File: src/rtl/request_arbiter.sv
// ----------------------------------------------------------------------------
// request_arbiter
//
// Round-robin arbiter sharing one downstream resource among eight requesters.
// Search order is descending (highest index first), rotated so the search
// starts just below the last winner; the last winner itself is searched last,
// so a lone requester can win back to back. A grant is held until the owner
// signals done, drops its request, or reaches the hold limit. Every grant is
// followed by one release cycle (GNT all-zero) in which the next winner is
// picked.
//
// Parameters
//   HOLD_MAX  maximum grant length in cycles (1..255); 0 disables the timeout
//
// Ports
//   clk      rising-edge clock
//   rst      synchronous, active-high reset
//   req      [7:0] level-sensitive request vector, bit i = requester i
//   done     owner finished; only looked at while a grant is active
//   gnt      [7:0] registered one-hot grant, zero when nobody owns the resource
//   gnt_id   [2:0] binary index of the owner (holds its value while idle)
//   valid    high while a grant is active
//   timeout  one-cycle pulse in the release cycle after a forced release
//   zero     combinational, high when req is all-zero
// ----------------------------------------------------------------------------
module request_arbiter #(
   parameter int HOLD_MAX = 255
) (
   input  logic       clk,
   input  logic       rst,
   input  logic [7:0] req,
   input  logic       done,
   output logic [7:0] gnt,
   output logic [2:0] gnt_id,
   output logic       valid,
   output logic       timeout,
   output logic       zero
);

   typedef enum logic [1:0] {
      IDLE  = 2'd0,
      GRANT = 2'd1,
      REL   = 2'd2
   } state_t;

   // Forced release fires on the edge where the count reaches HOLD_MAX-1,
   // which gives exactly HOLD_MAX cycles of grant.
   localparam bit         HOLD_EN   = (HOLD_MAX != 0);
   localparam logic [7:0] HOLD_LAST = 8'(HOLD_MAX - 1);

   state_t     state_reg;
   logic [7:0] gnt_reg;
   logic [2:0] gnt_id_reg;
   logic [2:0] last_reg;
   logic [7:0] cnt_reg;
   logic       valid_reg;
   logic       timeout_reg;

   // ------------------------------------------------------------------------
   // Winner search. Candidate gi (0..7) is index last-(gi+1) mod 8, so
   // candidate 0 is just below the last winner and candidate 7 is the last
   // winner itself. The lowest-numbered candidate with a request wins.
   // ------------------------------------------------------------------------
   logic [2:0] cand_idx [8];
   logic [7:0] cand_hit;
   logic [2:0] win_next;
   logic [7:0] win_onehot_next;

   generate
      for (genvar gi = 0; gi < 8; gi++) begin : g_cand
         assign cand_idx[gi] = last_reg - 3'(gi + 1);
         assign cand_hit[gi] = req[cand_idx[gi]];
      end
   endgenerate

   always_comb begin
      win_next = '0;
      // Walk from the lowest priority up so the highest-priority hit
      // is the final assignment.
      for (int j = 7; j >= 0; j--) begin
         if (cand_hit[j]) begin
            win_next = cand_idx[j];
         end
      end
      win_onehot_next = 8'b1 << win_next;
   end

   // Withdrawal counts as a normal release, same as done.
   logic owner_released;
   logic hold_expired;

   assign owner_released = done || !req[gnt_id_reg];
   assign hold_expired   = HOLD_EN && (cnt_reg == HOLD_LAST);

   // ------------------------------------------------------------------------
   // Control FSM with registered outputs
   // ------------------------------------------------------------------------
   always_ff @(posedge clk) begin
      if (rst) begin
         state_reg   <= IDLE;
         gnt_reg     <= '0;
         gnt_id_reg  <= '0;
         last_reg    <= '0;
         cnt_reg     <= '0;
         valid_reg   <= 1'b0;
         timeout_reg <= 1'b0;
      end else begin
         // Pulse: only the forced-release edge sets it.
         timeout_reg <= 1'b0;

         case (state_reg)
            IDLE, REL: begin
               // Arbitration happens in REL too, so consecutive grants
               // are separated by exactly one empty cycle.
               if (req != 8'h00) begin
                  state_reg  <= GRANT;
                  gnt_reg    <= win_onehot_next;
                  gnt_id_reg <= win_next;
                  last_reg   <= win_next;
                  cnt_reg    <= '0;
                  valid_reg  <= 1'b1;
               end else begin
                  state_reg <= IDLE;
                  gnt_reg   <= '0;
                  valid_reg <= 1'b0;
               end
            end

            GRANT: begin
               if (owner_released) begin
                  // Checked before the hold limit so done wins a tie and
                  // no timeout is reported.
                  state_reg <= REL;
                  gnt_reg   <= '0;
                  valid_reg <= 1'b0;
               end else if (hold_expired) begin
                  state_reg   <= REL;
                  gnt_reg     <= '0;
                  valid_reg   <= 1'b0;
                  timeout_reg <= 1'b1;
               end else if (cnt_reg != 8'hFF) begin
                  // Saturate so a disabled timeout never wraps.
                  cnt_reg <= cnt_reg + 8'd1;
               end
            end

            default: begin
               state_reg <= IDLE;
               gnt_reg   <= '0;
               valid_reg <= 1'b0;
            end
         endcase
      end
   end

   assign gnt     = gnt_reg;
   assign gnt_id  = gnt_id_reg;
   assign valid   = valid_reg;
   assign timeout = timeout_reg;
   assign zero    = (req == 8'h00);

endmodule
File: config.mk
export PLATFORM = sky130hd
export DESIGN_NAME = request_arbiter
export DESIGN_NICKNAME = d
export VERILOG_FILES = /design/src/rtl/request_arbiter.sv
export SDC_FILE = /design/constraint.sdc
export NUM_CORES = 1
export LEC_CHECK = 0
export CAP_MARGIN = 30
export CORE_MARGIN = 3
export CORE_UTILIZATION = 50
export DETAILED_ROUTE_END_ITERATION = 6
export PLACE_DENSITY = 0.8
export SLEW_MARGIN = 10
export SYNTH_ARGS = -nofsm -noshare
export SYNTH_HDL_FRONTEND = slang
export SYNTH_SLANG_ARGS = --single-unit
export TNS_END_PERCENT = 20
File: constraint.sdc
create_clock -name clk -period 7.13 [get_ports clk]
set_input_delay 1.426 -clock clk [delete_from_list [all_inputs] [get_ports clk]]
set_output_delay 1.426 -clock clk [all_outputs]
set_load 0.005 [all_outputs]
# ---- Word level (Yosys, flattened, before mapping)
# Index checks and enable logic that the tools add are counted.
dict set report word_totals {
  reg_bits 23
  latch_bits 0
  ramBits 0
  rom_bits 0
  input_bits 11
  n_memories 0
}
dict set report classes {
  add_sub_neg 8
  mul 0
  n_div 0
  n_lt_le_gt_ge 8
  eq_ne 9
  shift 1
  muxes 42
  bitwise_logic 1
  reduce_logical 10
}
# operator n
set op_table {}
lappend op_table {{2-to-1 mux 8 bit} 7}
lappend op_table {{< comparator 3 x 4 -> 1 bit (second input constant)} 8}
lappend op_table {{one-hot mux 8 bit (2 select lines)} 2}
lappend op_table {{binary-select mux 1 bit (select 3 bit)} 8}
lappend op_table {{2-to-1 mux 3 bit} 8}
lappend op_table {{2-to-1 mux 1 bit} 13}
lappend op_table {{subtractor 3 bit (second input constant)} 4}
lappend op_table {{adder 8 x 1 -> 8 bit (second input constant)} 1}
lappend op_table {{equality test 8 bit (second input constant)} 1}
lappend op_table {{zero test 8 bit} 1}
lappend op_table {{!= test 2 bit (second input constant)} 4}
lappend op_table {{!= test 8 bit (second input constant)} 1}
lappend op_table {{nonzero test 8 bit} 1}
lappend op_table {{left shift 1 x 3 -> 8 bit (first input constant)} 1}
lappend op_table {{subtractor 3 x 2 -> 3 bit (second input constant)} 2}
lappend op_table {{AND reduction 5 bit} 1}
lappend op_table {{2-to-1 mux 2 bit} 2}
lappend op_table {{one-hot mux 2 bit (2 select lines)} 1}
lappend op_table {{!= test 3 bit (second input constant)} 1}
lappend op_table {{OR reduction 3 bit} 1}
lappend op_table {{subtractor 3 x 1 -> 3 bit (second input constant)} 1}
lappend op_table {{equality test 2 x 1 -> 1 bit (second input constant)} 1}
lappend op_table {{equality test 2 bit (second input constant)} 1}
lappend op_table {{zero test 2 bit} 1}
lappend op_table {{other kinds (7)} 7}

# ---- Depth between registers and ports, before layout
dict set report depth {
  word_depth 13
  mapped_depth 12
  mapped_depth_nobuf 8
}

# ---- Least setup slack after synthesis
# No wires, ideal clock.
dict set report synth_path {
  path_kind {in2out}
  start {in req[4]}
  end {out zero}
  arrival_time_ps 2051
  required_ps 5704
  setup_slack_ps 3653
  stages 3
  n_path_buf 1
  cell_sequence {buf_2 nor4_1 and2_1}
}
dict set report synth_between {
  elab_chain_cells 1
}
# element line
set synth_rtl {}
lappend synth_rtl {{from (decl)} 31} ;# input logic [7:0] req,
lappend synth_rtl {{zero test 8 bit} 160} ;# assign zero = (req == 8'h00);
lappend synth_rtl {{to (decl)} 37} ;# output logic zero
# Every way passes these cells.

# ---- Worst setup path in the final report
# Same ends and word-level chain as after synthesis.

==> results.md <==
- Minimum clock period: 4.66 ns
- Status: finished, final reports clean
- Mapped Nets: 243
- Max Freq: about 210 MHz
- Worst min path class: flop to flop
- Final period utilization: 65.4%
- Initial antenna violation count: 0
- Final nets: ~250
- Gr usage total: between 10% and 20%
- Max-cap viol count: 0
- # rows: 23
- Final setup TNS: 0 ns
- Via Count: 1864
- Area share of the largest cell type after synthesis: a little over a fifth
- # setup viols final: 0
- Worst Reg2Reg Path Length in Cells: 9
- Data arrival time of the critical path: 3.23 ns
- Leakage: approximately 0.79 nW
- DRT iter0 DRCs: 207
- Drt total wl: 4.99 mm
- Area contributors post-synth: dfxtp_1 21%, mux4_2 13%, mux2i_1 6.4%
- CTS Hold Buffers Added: 0
- Resized Gates After CTS: 0
- Syn Area/Cell: just under 10 µm²
- Worst vdd ir: about 0.2 mV
- PwrDens: between 400 and 500 mW/mm²
- Post-synth top area cell: dfxtp_1
- Core area: around 0.0041 mm²
- RSZ-0062 raised after global routing: false
- Synth warnings: 0
- Distinct cell type count after synthesis: 62
- Clk root buf: clkbuf_8
- Clk_lat worst skew: between 0.2 and 0.3 ns
- Synth-to-Final Area Change: 10.1%
- Most common cell in the netlist: dfxtp_1
- Post-Synthesis Cells: ~230
- Register area share after synthesis: between 20% and 30%
- ANT cells: 0
- Dpl ws: around 2.5 ns
- H-Tree Depth: 1
- Gpl congestion: 0.848
- Seq cells post-synth: 23
- CTS Buffer Depth: 2
- Wire per inst: about 17 µm
- Syn Std Cell Area: about 0.0022 mm²
- GR Overflow Total: 0
- Data required, critical path: 5.70 ns
- Num CTS Buffers: 3
- Initial core utilization: between 50% and 60%
- Measured slew at the worst slew-check pin: ~0.91 ns
- Remaining DRCs: 0
- CTS tree: yes
- Setup CP Type: input port to output pin
- Chip width: 72.2 µm
- Hold depth: 2
- Largest net degree at the start of global routing: 27
- Post-synth ARST share: 0%
- Slew Limit Fails: 0
- Setup crit end kind: output pin
- Fin. Hold Viols: 0
- Total setup buffers inserted after CTS: 0
- PortBufs: 24
- Startpoint types: input port
- Die Area: between 0.005 and 0.006 mm²
- Clock-pin slew on the worst setup and hold paths: about 0.08 ns
- Height of the die: 72.2 µm
- Synth top cells by count: 23 x dfxtp_1, 21 x nor2_1, 16 x nand2_1
- Vias in the first global route: between 1500 and 2000
- Setup ws final: roughly 2.5 ns
- Router iterations before antenna repair: 4
- Post-DR vias/cell: about 6.5
- IO Pins: 25
- Top FF cell, synth: dfxtp_1
- Global-route wire length before repair: 8.25 mm
- Post-synth EDFFs: 0
- Fraction of layout cells with a size suffix above 1: 19.3%
- HPWL after detailed placement: roughly 3.7 mm
- ANT nets after route: 0
- CTS Sinks: 23
- Layout Skew: 0.00473 ns
- Relative slew slack: 39.6%
- Critical-path maximum fanout: 11
-- layer usage --
metal	wire length [µm]	track usage, %	up-vias
met3	233	4.16	7
met2	2370	30.8	56
li1	-	-	902
met1	2340	29.2	899
met5	0	0	-
met4	42	2.92	0
-- power breakdown --
part | internal (W) | switching [W] | leakage [nW] | total [W]
Clock | 0.0000390 | 0.0000405 | 0.0255 | 0.0000795
Sequential | 0.000156 | 0.0000255 | 0.187 | 0.000182
Combinational | 0.000354 | 0.000397 | 0.581 | 0.000751
-- cell usage in the layout (no fill, tap or decap), types with 5 or more instances in the layout --
| master | synthesis | routed |
|---|---|---|
| a21oi_1 | 10 | 10 |
| clkdlybuf4s50_1 | 0 | 24 |
| dfxtp_1 | 23 | 23 |
| inv_1 | 6 | 6 |
| mux2_2 | 11 | 11 |
| mux2i_1 | 14 | 14 |
| mux4_2 | 13 | 13 |
| nand2_1 | 16 | 16 |
| nand4_1 | 6 | 6 |
| nor2_1 | 21 | 21 |
| nor4_1 | 6 | 6 |
| o211ai_1 | 5 | 5 |
| xnor2_1 | 7 | 7 |
-- critical path, stage by stage --
cell             delay [ns]
clkdlybuf4s50_1        0.58
nor4_1                 0.50
and2_1                 0.22
clkdlybuf4s50_1        0.51
-- final cells by class --
class / count / area, µm²
clock buffer: 3 / 41.3
timing repair buffer: 26 / 255
inverter: 7 / 26.3
sequential: 23 / 460
fill: 345 / 1700
clock inverter: 1 / 5.00
multi-input combinational: 178 / 1560
tap: 50 / 62.6
-- stage by stage --
step / hold slack, ns / cells / power [W] / instance area [µm²] / utilization [%]
4_1_cts: 0.461 / 288 / 0.00101 / 2410 / 58.6
5_1_grt: 0.478 / 288 / 0.00108 / 2410 / 58.6
3_5_place_dp: 0.442 / 284 / 0.000926 / 2370 / 57.5
2_1_floorplan: 0.449 / 228 / 0.000793 / 2190 / -
6_report: 0.456 / 288 / 0.00101 / 2410 / 58.6
3_3_place_gp: 0.436 / 284 / 0.000912 / 2370 / 57.5
-- cell families after synthesis --
kind of cell | synth area share (%)
AND/OR/NAND/NOR | 16.4
flip-flops | 21.0
multiplexers | 29.0
XOR/XNOR | 3.94
buffers and inverters | 7.71
AO/OA/AOI/OAI | 19.6
adder cells (fa/ha/maj) | 2.28
-- path summary, 6_finish.rpt --
path	to	slack (ns)	startpoint
setup reg to reg	gnt[0]	3.17	last_reg[0]
hold / removal	gnt[1]	0.46	gnt[1]
setup / recovery	zero	2.47	req[4]
hold reg to reg	gnt[1]	0.46	gnt[1]
(Power assumes the default switching activity.)
